[config.mk]
export PLATFORM = sky130hd
export DESIGN_NAME = sr_cmd_sequencer_flat
export DESIGN_NICKNAME = d
export VERILOG_FILES = /design/src/rtl/sr_cmd_sequencer_if.sv /design/src/rtl/sr_cmd_sequencer.sv /design/src/flat_wrapper.sv
export SDC_FILE = /design/constraint.sdc
export NUM_CORES = 1
export LEC_CHECK = 0
export CELL_PAD_IN_SITES_DETAIL_PLACEMENT = 0
export CELL_PAD_IN_SITES_GLOBAL_PLACEMENT = 1
export CORE_UTILIZATION = 45
export CTS_CLUSTER_SIZE = 24
export DETAILED_ROUTE_END_ITERATION = 8
export HOLD_SLACK_MARGIN = 0.02
export PLACE_DENSITY_LB_ADDON = 0.05
export SLEW_MARGIN = 25
export SYNTH_ARGS = -nofsm -noshare
export SYNTH_HDL_FRONTEND = slang
export SYNTH_SLANG_ARGS = --single-unit
[constraint.sdc]
create_clock -name clk -period 3.95 [get_ports clk]
set_clock_uncertainty 0.1 [all_clocks]
set_input_delay 0.79 -clock clk [delete_from_list [all_inputs] [get_ports clk]]
set_output_delay 0.79 -clock clk [all_outputs]
set_load 0.02 [all_outputs]
[src/rtl/sr_cmd_sequencer_if.sv]
// -----------------------------------------------------------------------------
// sr_cmd_sequencer_if
// Request handshake between a command producer and sr_cmd_sequencer.
//   req_valid : producer has a request this cycle
//   req_ready : sequencer can accept a request this cycle
//   req_s     : set request bit
//   req_r     : reset request bit
// A request is taken on a rising clock edge where req_valid & req_ready.
// -----------------------------------------------------------------------------
interface sr_cmd_sequencer_if;
    logic req_valid;
    logic req_ready;
    logic req_s;
    logic req_r;

    modport master (
        output req_valid,
        output req_s,
        output req_r,
        input  req_ready
    );

    modport slave (
        input  req_valid,
        input  req_s,
        input  req_r,
        output req_ready
    );
endinterface

[src/rtl/sr_cmd_sequencer.sv]
// -----------------------------------------------------------------------------
// sr_cmd_sequencer
// Upstream command stage for an SR flip-flop. Requests arrive over a
// valid/ready handshake, are queued in a small circular FIFO and are replayed
// to the flip-flop as fixed-width pulses on sr, each followed by one 00 gap
// cycle. A shadow of the expected flip-flop state is compared against the
// fed-back q during every gap cycle; any divergence sets a sticky flag.
//
// Ports:
//   clk      in   rising-edge clock
//   rst      in   asynchronous active-low reset
//   req      if   request handshake (slave side)
//   sr       out  registered {s,r} command; never 2'b11
//   q_fb     in   flip-flop q fed back
//   shadow_q out  expected flip-flop state
//   mismatch out  sticky: q_fb disagreed with shadow_q in a gap cycle
//   conflict out  one-cycle pulse after a 11 request was accepted
//   busy     out  FSM not idle or FIFO not empty
//   level    out  FIFO occupancy
// -----------------------------------------------------------------------------
module sr_cmd_sequencer #(
    parameter int DEPTH    = 4,
    parameter int HOLD     = 2,
    parameter int SET_WINS = 1
) (
    input  logic                       clk,
    input  logic                       rst,
    sr_cmd_sequencer_if.slave          req,
    output logic [1:0]                 sr,
    input  logic                       q_fb,
    output logic                       shadow_q,
    output logic                       mismatch,
    output logic                       conflict,
    output logic                       busy,
    output logic [$clog2(DEPTH):0]     level
);

    localparam int AW = $clog2(DEPTH);
    localparam int LW = AW + 1;
    localparam int CW = $clog2(HOLD + 1);

    typedef enum logic [1:0] {
        ST_IDLE  = 2'd0,
        ST_DRIVE = 2'd1,
        ST_GAP   = 2'd2
    } state_t;

    // FIFO entries hold a single bit (1 = set, 0 = reset), so a stored
    // command can only ever expand to 10 or 01 on sr.
    logic            mem_q [DEPTH];
    logic [AW-1:0]   wr_ptr_q, wr_ptr_d;
    logic [AW-1:0]   rd_ptr_q, rd_ptr_d;
    logic [LW-1:0]   level_q, level_d;

    state_t          state_q, state_d;
    logic [CW-1:0]   cnt_q, cnt_d;
    logic            cmd_q, cmd_d;
    logic [1:0]      sr_q, sr_d;
    logic            shadow_q_q, shadow_q_d;
    logic            mismatch_q, mismatch_d;
    logic            conflict_q, conflict_d;
    logic            busy_q, busy_d;
    logic            ready_q, ready_d;

    logic            accept_s;
    logic            push_s;
    logic            pop_s;
    logic            req_set_s;

    // Handshake decode and conflict resolution of the incoming request.
    always_comb begin
        accept_s   = req.req_valid & ready_q;
        push_s     = accept_s & (req.req_s | req.req_r);
        conflict_d = accept_s & req.req_s & req.req_r;
        if (req.req_s && req.req_r) begin
            req_set_s = (SET_WINS != 0);
        end else begin
            req_set_s = req.req_s;
        end
    end

    // Command FSM: next state, sr command, shadow tracking and mismatch check.
    always_comb begin
        state_d    = state_q;
        cnt_d      = cnt_q;
        cmd_d      = cmd_q;
        sr_d       = 2'b00;
        shadow_q_d = shadow_q_q;
        mismatch_d = mismatch_q;
        pop_s      = 1'b0;
        case (state_q)
            ST_IDLE: begin
                if (level_q != {LW{1'b0}}) begin
                    pop_s   = 1'b1;
                    cmd_d   = mem_q[rd_ptr_q];
                    cnt_d   = CW'(HOLD - 1);
                    sr_d    = {cmd_d, ~cmd_d};
                    state_d = ST_DRIVE;
                end else begin
                    state_d = ST_IDLE;
                end
            end
            ST_DRIVE: begin
                if (cnt_q == {CW{1'b0}}) begin
                    state_d    = ST_GAP;
                    sr_d       = 2'b00;
                    shadow_q_d = cmd_q;
                end else begin
                    cnt_d = cnt_q - CW'(1);
                    sr_d  = {cmd_q, ~cmd_q};
                end
            end
            ST_GAP: begin
                mismatch_d = mismatch_q | (q_fb != shadow_q_q);
                state_d    = ST_IDLE;
            end
            default: begin
                state_d = ST_IDLE;
            end
        endcase
    end

    // FIFO pointer/occupancy update and the registered status outputs.
    always_comb begin
        wr_ptr_d = wr_ptr_q;
        rd_ptr_d = rd_ptr_q;
        level_d  = level_q;
        if (push_s) begin
            wr_ptr_d = wr_ptr_q + AW'(1);
        end else begin
            wr_ptr_d = wr_ptr_q;
        end
        if (pop_s) begin
            rd_ptr_d = rd_ptr_q + AW'(1);
        end else begin
            rd_ptr_d = rd_ptr_q;
        end
        case ({push_s, pop_s})
            2'b10:   level_d = level_q + LW'(1);
            2'b01:   level_d = level_q - LW'(1);
            default: level_d = level_q;
        endcase
        // Ready follows the post-edge level, so a pop on a full FIFO does not
        // open the door in the same cycle.
        ready_d = (level_d != LW'(DEPTH));
        busy_d  = (state_d != ST_IDLE) || (level_d != {LW{1'b0}});
    end

    // FIFO storage write.
    always_ff @(posedge clk or negedge rst) begin
        if (!rst) begin
            for (int i = 0; i < DEPTH; i++) begin
                mem_q[i] <= 1'b0;
            end
        end else if (push_s) begin
            mem_q[wr_ptr_q] <= req_set_s;
        end
    end

    // State, FIFO pointers and all registered outputs.
    always_ff @(posedge clk or negedge rst) begin
        if (!rst) begin
            state_q    <= ST_IDLE;
            cnt_q      <= {CW{1'b0}};
            cmd_q      <= 1'b0;
            sr_q       <= 2'b00;
            shadow_q_q <= 1'b0;
            mismatch_q <= 1'b0;
            conflict_q <= 1'b0;
            busy_q     <= 1'b0;
            ready_q    <= 1'b0;
            wr_ptr_q   <= {AW{1'b0}};
            rd_ptr_q   <= {AW{1'b0}};
            level_q    <= {LW{1'b0}};
        end else begin
            state_q    <= state_d;
            cnt_q      <= cnt_d;
            cmd_q      <= cmd_d;
            sr_q       <= sr_d;
            shadow_q_q <= shadow_q_d;
            mismatch_q <= mismatch_d;
            conflict_q <= conflict_d;
            busy_q     <= busy_d;
            ready_q    <= ready_d;
            wr_ptr_q   <= wr_ptr_d;
            rd_ptr_q   <= rd_ptr_d;
            level_q    <= level_d;
        end
    end

    assign req.req_ready = ready_q;
    assign sr            = sr_q;
    assign shadow_q      = shadow_q_q;
    assign mismatch      = mismatch_q;
    assign conflict      = conflict_q;
    assign busy          = busy_q;
    assign level         = level_q;

endmodule

[src/flat_wrapper.sv]
// flat-port wrapper written by rule: the top's interface ports become plain ports
module sr_cmd_sequencer_flat 
#(
    parameter int DEPTH    = 4,
    parameter int HOLD     = 2,
    parameter int SET_WINS = 1
)
  (clk, rst, sr, q_fb, shadow_q, mismatch, conflict, busy, level, req_req_valid, req_req_s, req_req_r, req_req_ready);
  sr_cmd_sequencer_if req_i ();
  input  logic clk;
  input  logic rst;
  output logic [1:0] sr;
  input  logic q_fb;
  output logic shadow_q;
  output logic mismatch;
  output logic conflict;
  output logic busy;
  output logic [$clog2(DEPTH):0] level;
  input wire logic [$bits(req_i.req_valid)-1:0] req_req_valid;
  input wire logic [$bits(req_i.req_s)-1:0] req_req_s;
  input wire logic [$bits(req_i.req_r)-1:0] req_req_r;
  output wire logic [$bits(req_i.req_ready)-1:0] req_req_ready;
  assign req_i.req_valid = req_req_valid;
  assign req_i.req_s = req_req_s;
  assign req_i.req_r = req_req_r;
  assign req_req_ready = req_i.req_ready;
  sr_cmd_sequencer #(.DEPTH(DEPTH), .HOLD(HOLD), .SET_WINS(SET_WINS)) u_core (.clk(clk), .rst(rst), .req(req_i), .sr(sr), .q_fb(q_fb), .shadow_q(shadow_q), .mismatch(mismatch), .conflict(conflict), .busy(busy), .level(level));
endmodule
* Word-level counts from Yosys, hierarchy flattened
Cells that the tools add are included.
Storage, ports and cells: register bits after elaboration 23, bits in latches 0, bits in writable memories 0, ROM bits 0, output and inout port bits 10, logic and storage cells 73, memories kept 0
Cells by class: add/sub/neg operators 5, $mul 0, div/mod/pow operators 0, order comparisons 3, eq/ne operators 8, shifts and indexed selects 0, multiplexer cells 19, bitwise operators 10, reduce and logical (&&, ||, !) cells 12
Operator list (number):
- 2-bit case mux with 2 select lines | 3
- 2-bit 2-to-1 mux | 5
- 1-bit 2-to-1 mux | 7
- 3-bit greater-or-equal comparator, second input constant | 2
- 2-bit NOT with 3-bit output | 2
- 3-bit case mux with 2 select lines | 1
- 3-bit nonzero test | 2
- 2-bit by 1-bit adder with 2-bit output, second input constant | 2
- 1-bit bitwise AND | 4
- 4-bit bitwise mux | 1
- 2-bit by 1-bit equality test with 1-bit output, second input constant | 2
- 2-bit equality test, second input constant | 2
- 2-bit zero test | 2
- 2-bit AND reduction | 2
- 2-bit nonzero test | 2
- 3-bit by 1-bit adder with 3-bit output, second input constant | 1
- 3-bit by 1-bit < comparator with 1-bit output, second input constant | 1
- 3-bit inequality test, second input constant | 1
- 3-bit AND reduction | 1
- 3-bit by 1-bit subtractor with 3-bit output, second input constant | 1
- 1-bit binary-select mux with 2-bit select | 1
- 1-bit demux with 2-bit select | 1
- 1-bit logical AND | 2
- 2-bit by 1-bit inequality test with 1-bit output, second input constant | 1
- other kinds (6) | 8

* Depth between registers and ports, before layout
word-level depth 7, mapped depth 9, mapped depth without buffers 9

* Worst setup path before layout
Ideal clock, no wire load.
kind input-to-reg, start point input req_req_valid, end point register u_core.busy_q (netlist: u_core.busy), library setup time 131 ps, data arrival time 2660 ps, required time 3719 ps, slack 1059 ps, cell stages on the path 9, buffers on the path 1, cell sequence and2_1 > buf_2 > o21ai_0 > ha_1 > inv_1 > fa_1 > nand3b_1 > a221o_1 > or3_1
On the way: longest elaborated chain between the ends 6, elaborated cells on any way between the ends 7
RTL lines:
- start, declared | RTL line flat_wrapper.sv:19 | input wire logic [$bits(req_i.req_valid)-1:0] req_req_valid;
- 1-bit bitwise AND * | RTL line sr_cmd_sequencer.sv:72 | accept_s = req.req_valid & ready_q;
- 1-bit bitwise AND * | RTL line sr_cmd_sequencer.sv:73 | push_s = accept_s & (req.req_s | req.req_r);
- 2-bit by 1-bit equality test with 1-bit output / 2-bit equality test (equally long branches) | RTL line sr_cmd_sequencer.sv:138 | case ({push_s, pop_s})
- 3-bit case mux with 2 select lines * | RTL line sr_cmd_sequencer.sv:138
- 3-bit nonzero test * | RTL line sr_cmd_sequencer.sv:146 | busy_d = (state_d != ST_IDLE) || (level_d != {LW{1'b0}});
- 1-bit logical OR * | RTL line sr_cmd_sequencer.sv:146
- via u_core.busy_d | RTL line sr_cmd_sequencer.sv:62 | logic busy_q, busy_d;
- end signal, assigned | RTL line sr_cmd_sequencer.sv:183 | busy_q <= busy_d;
- end, declared | RTL line sr_cmd_sequencer.sv:62
Mark *: on every way through the listed nets, which the timed path passes. The rest lies on a longest branch. A chain may end at the register's enable or synchronous reset.

* Final worst setup path
Ends and elaborated chain as after synthesis.

==> results.toml <==
[critical_path]
worst_ep_required_time_ns = 4.04
r2r_end = "u_core.busy$_DFF_PN0_"
worst_setup_path_end_kind = "register"
crit_path_cell_trace = "clkdlybuf4s50_1, and2_1, o21ai_0, ha_1, or3b_1, a221o_1, or3_1"
cp-start-kind = "input port"
critical_path_maximum_fanout = 10
cp_data_arrival_time_ns = 3.27
r2r_slack_ns = 1.14
setup.worst_path.start = "req_req_valid"
critical_path.reg2reg.startpoint = "u_core.level[0]$_DFF_PN0_"
crit_type = "in2reg"
reg2reg_depth = 7
cp_slowest_cell = "sky130_fd_sc_hd__ha_1"
timing.critical_path.slowest_cell_delay_ns = 0.46

[floorplan]
fp.dieH_um = 50.67
io_pins = 16
design.die.area_um2 = 2567
initial_core_util_pct = 48.19
row_count = 17
core_area_um2 = 2212
die_w_um = 50.67

[cts]
tritoncts = "yes"
htree_num_levels = 1
cts-hold-fix-buffers = 0
tritoncts_num_sinks = 23
max-clock-path-buffers = 2
number_of_gates_resized_after_cts = 0
clock_insertion_delay_worst_skew_ns = 0.30
numCtsBuffers = 3
clock_tree.root_cell = "sky130_fd_sc_hd__clkbuf_4"
post_cts_buffers = 0
clk_pin_slew_worst_paths_ns = 0.12

[yosys]
syn-mean-instance-area_um2 = 12.25
fraction_of_post_synthesis_cell_area_in_the_top_cell_type_by_area_pct = 53.99
syn_area_um2 = 1066
synthCells = 87
synth_top_cell_by_area = "sky130_fd_sc_hd__dfrtp_1"
async_reset_ff_share_pct = 100.0
synth_edf_count = 0
distinct_cells_synth = 33
netlist_top_cells_area = "sky130_fd_sc_hd__dfrtp_1, sky130_fd_sc_hd__ha_1, sky130_fd_sc_hd__a32o_1"
ys_warns = 0
synth_fp_nets = 100
yosys.cell_count.top_type = "sky130_fd_sc_hd__dfrtp_1"
synth_top_flop_cell = "sky130_fd_sc_hd__dfrtp_1"
ys_seq_elements = 23
synth.cells.most_frequent = "sky130_fd_sc_hd__dfrtp_1, sky130_fd_sc_hd__inv_1, sky130_fd_sc_hd__ha_1"
synth.yosys.seq_area_share_pct = 53.99

[power]
power_report.internal_total_uw = 676.5
power.combinational.fraction_pct = 51.1
static-leakage-power_uw = 0.0005751
power.ir.vdd_worst_uv = 466.5
switchingPower_uw = 422.7
netSwitchingFraction_pct = 38.46
clock_power_share_pct = 9.7
pwr_per_cell_area_nw_per_um2 = 867.2
pwr-share-seq_pct = 39.2

[drt]
vias_after_detailed_routing = 704
drcViolationCount = 0
routedWlPerCell_um = 12.96
drt.antenna.violating_nets = 0
route.final.wire_length_mm = 1.724
dr.pass1.iters = 4
dr.first_iter.drc_count = 9
post_drt_via_cell_ratio = 5.293

[place]
dpl.cell_count = 129
globalplace.congestion = 0.7167
io_buffers = 15
dp_slack_ns = 0.4698
place_hpwl_mm = 1.306

[grt]
grt_antenna_before_repair = 0
track_usage_pct = 16.06
global_route.overflow_total = 0
maximum_number_of_pins_on_one_net_before_global_route_repair = 24
grt_pass1_vias = 691
grt_pass1_wl_mm = 3.022

[finish]
layout-drive-gt1-share_pct = 9.524
final-instance-count-excl-fill = 133
layout.core_utilization_pct = 57.30
fillerInstances = 204
insertedDiodeCount = 0
final_net_count = 119
syn_to_final_growth_pct = 18.90

[job]
max_cap_viol_count = 0

[sta]
worst_slew_pin_slew_ns = 0.4970
report.final.slew_viol_count = 0
setup_viol = 0
max_slew_headroom_pct = 66.87
hold_violations = 0
max_clock_freq_mhz = 314.6
rsz0062_at_grt = "no"
fin_tns_setup_ns = 0
layout_setup_ws_ns = 0.7718
finalWorstPathRequiredPeriod_ns = 3.178
final.hold.worst_slack_ns = 0.3310
period_share_pct = 80.46

[min_path]
worstHoldPathType = "in2async"

[outcome]
run_status = "completed"
-- cells by family after synthesis --
kind of cell	share of synthesized area, %
multiplexers	5.164
AO/OA/AOI/OAI	11.38
XOR/XNOR	4.930
adder cells (fa/ha/maj)	8.920
AND/OR/NAND/NOR	11.97
buffers and inverters	3.638
flip-flops	53.99
-- through the flow --
step	power, µW	instance area (µm²)
finish	1099	1267
global route	1196	1267
CTS	1112	1267
detailed placement	1003	1241
global placement	995.0	1246
floorplan	827.4	1066
-- layer usage --
layer | wire length (µm) | GRT usage, % | vias to the layer above | share of wire (%)
met4 | 14 | 8.796 | 0 | 0.81
met2 | 848 | 24.89 | 9 | 49
met5 | 0 | 0 | - | 0
li1 | - | - | 347 | -
met3 | 42 | 2.727 | 2 | 2.4
met1 | 818 | 21.29 | 346 | 47
-- worst max-delay path by stage --
stage               slack (ns)  depth (start not counted)               endpoint
floorplan                 1.06                          9  u_core.busy$_DFF_PN0_
global placement          0.52                          7  u_core.busy$_DFF_PN0_
detailed placement        0.47                          7  u_core.busy$_DFF_PN0_
CTS                       0.80                          7  u_core.busy$_DFF_PN0_
global route              0.66                          7  u_core.busy$_DFF_PN0_
finish                    0.77                          7  u_core.busy$_DFF_PN0_
-- worst max-delay path: cells and delay by family --
kind	cells	cell delay, ns
compound gates	2	0.59
simple gates	3	0.98
buf+inv	1	0.44
fa+ha+maj	1	0.46
-- cell type report --
cell class,count,area (µm²),area share [%]
flip-flops and latches,23,575.6,45.41
multi-input cells,54,451.7,35.64
repair buffers,15,145.1,11.45
well taps,28,35.03,2.764
inverters,9,33.78,2.665
clock buffers,4,26.28,2.073
-- cell usage in the layout, fill, tap and decap left out, types with 2 or more instances in the layout --
cell type and instances:
sky130_fd_sc_hd__a32o_1 4, sky130_fd_sc_hd__clkdlybuf4s50_1 14, sky130_fd_sc_hd__a21o_1 2, sky130_fd_sc_hd__ha_1 6
sky130_fd_sc_hd__xor2_1 2, sky130_fd_sc_hd__and2_1 2, sky130_fd_sc_hd__clkbuf_4 3, sky130_fd_sc_hd__nand3_1 5
sky130_fd_sc_hd__nand2_1 3, sky130_fd_sc_hd__inv_1 9, sky130_fd_sc_hd__mux2_2 2, sky130_fd_sc_hd__o22ai_1 2
sky130_fd_sc_hd__and3_1 2, sky130_fd_sc_hd__or3_1 2, sky130_fd_sc_hd__dfrtp_1 23, sky130_fd_sc_hd__xnor2_1 4
-- power groups by stage --
stage / clock network (µW) / logic (µW) / registers [µW]
5_1_grt: 120 / 626 / 451
6_report: 106 / 562 / 431
4_1_cts: 110 / 569 / 433
3_3_place_gp: 0 / 560 / 436
2_1_floorplan: 0 / 359 / 469
3_5_place_dp: 0 / 565 / 438
-- state kept, by name, indices dropped and copies added, names as in the netlist, 2 cells and up --
name / count
u_core.mem_q: 4
u_core.level: 3
u_core.cnt_q: 2
u_core.rd_ptr_q: 2
u_core.sr: 2
u_core.state_q: 2
u_core.wr_ptr_q: 2
Note: power is estimated with default switching activity, not from simulation.
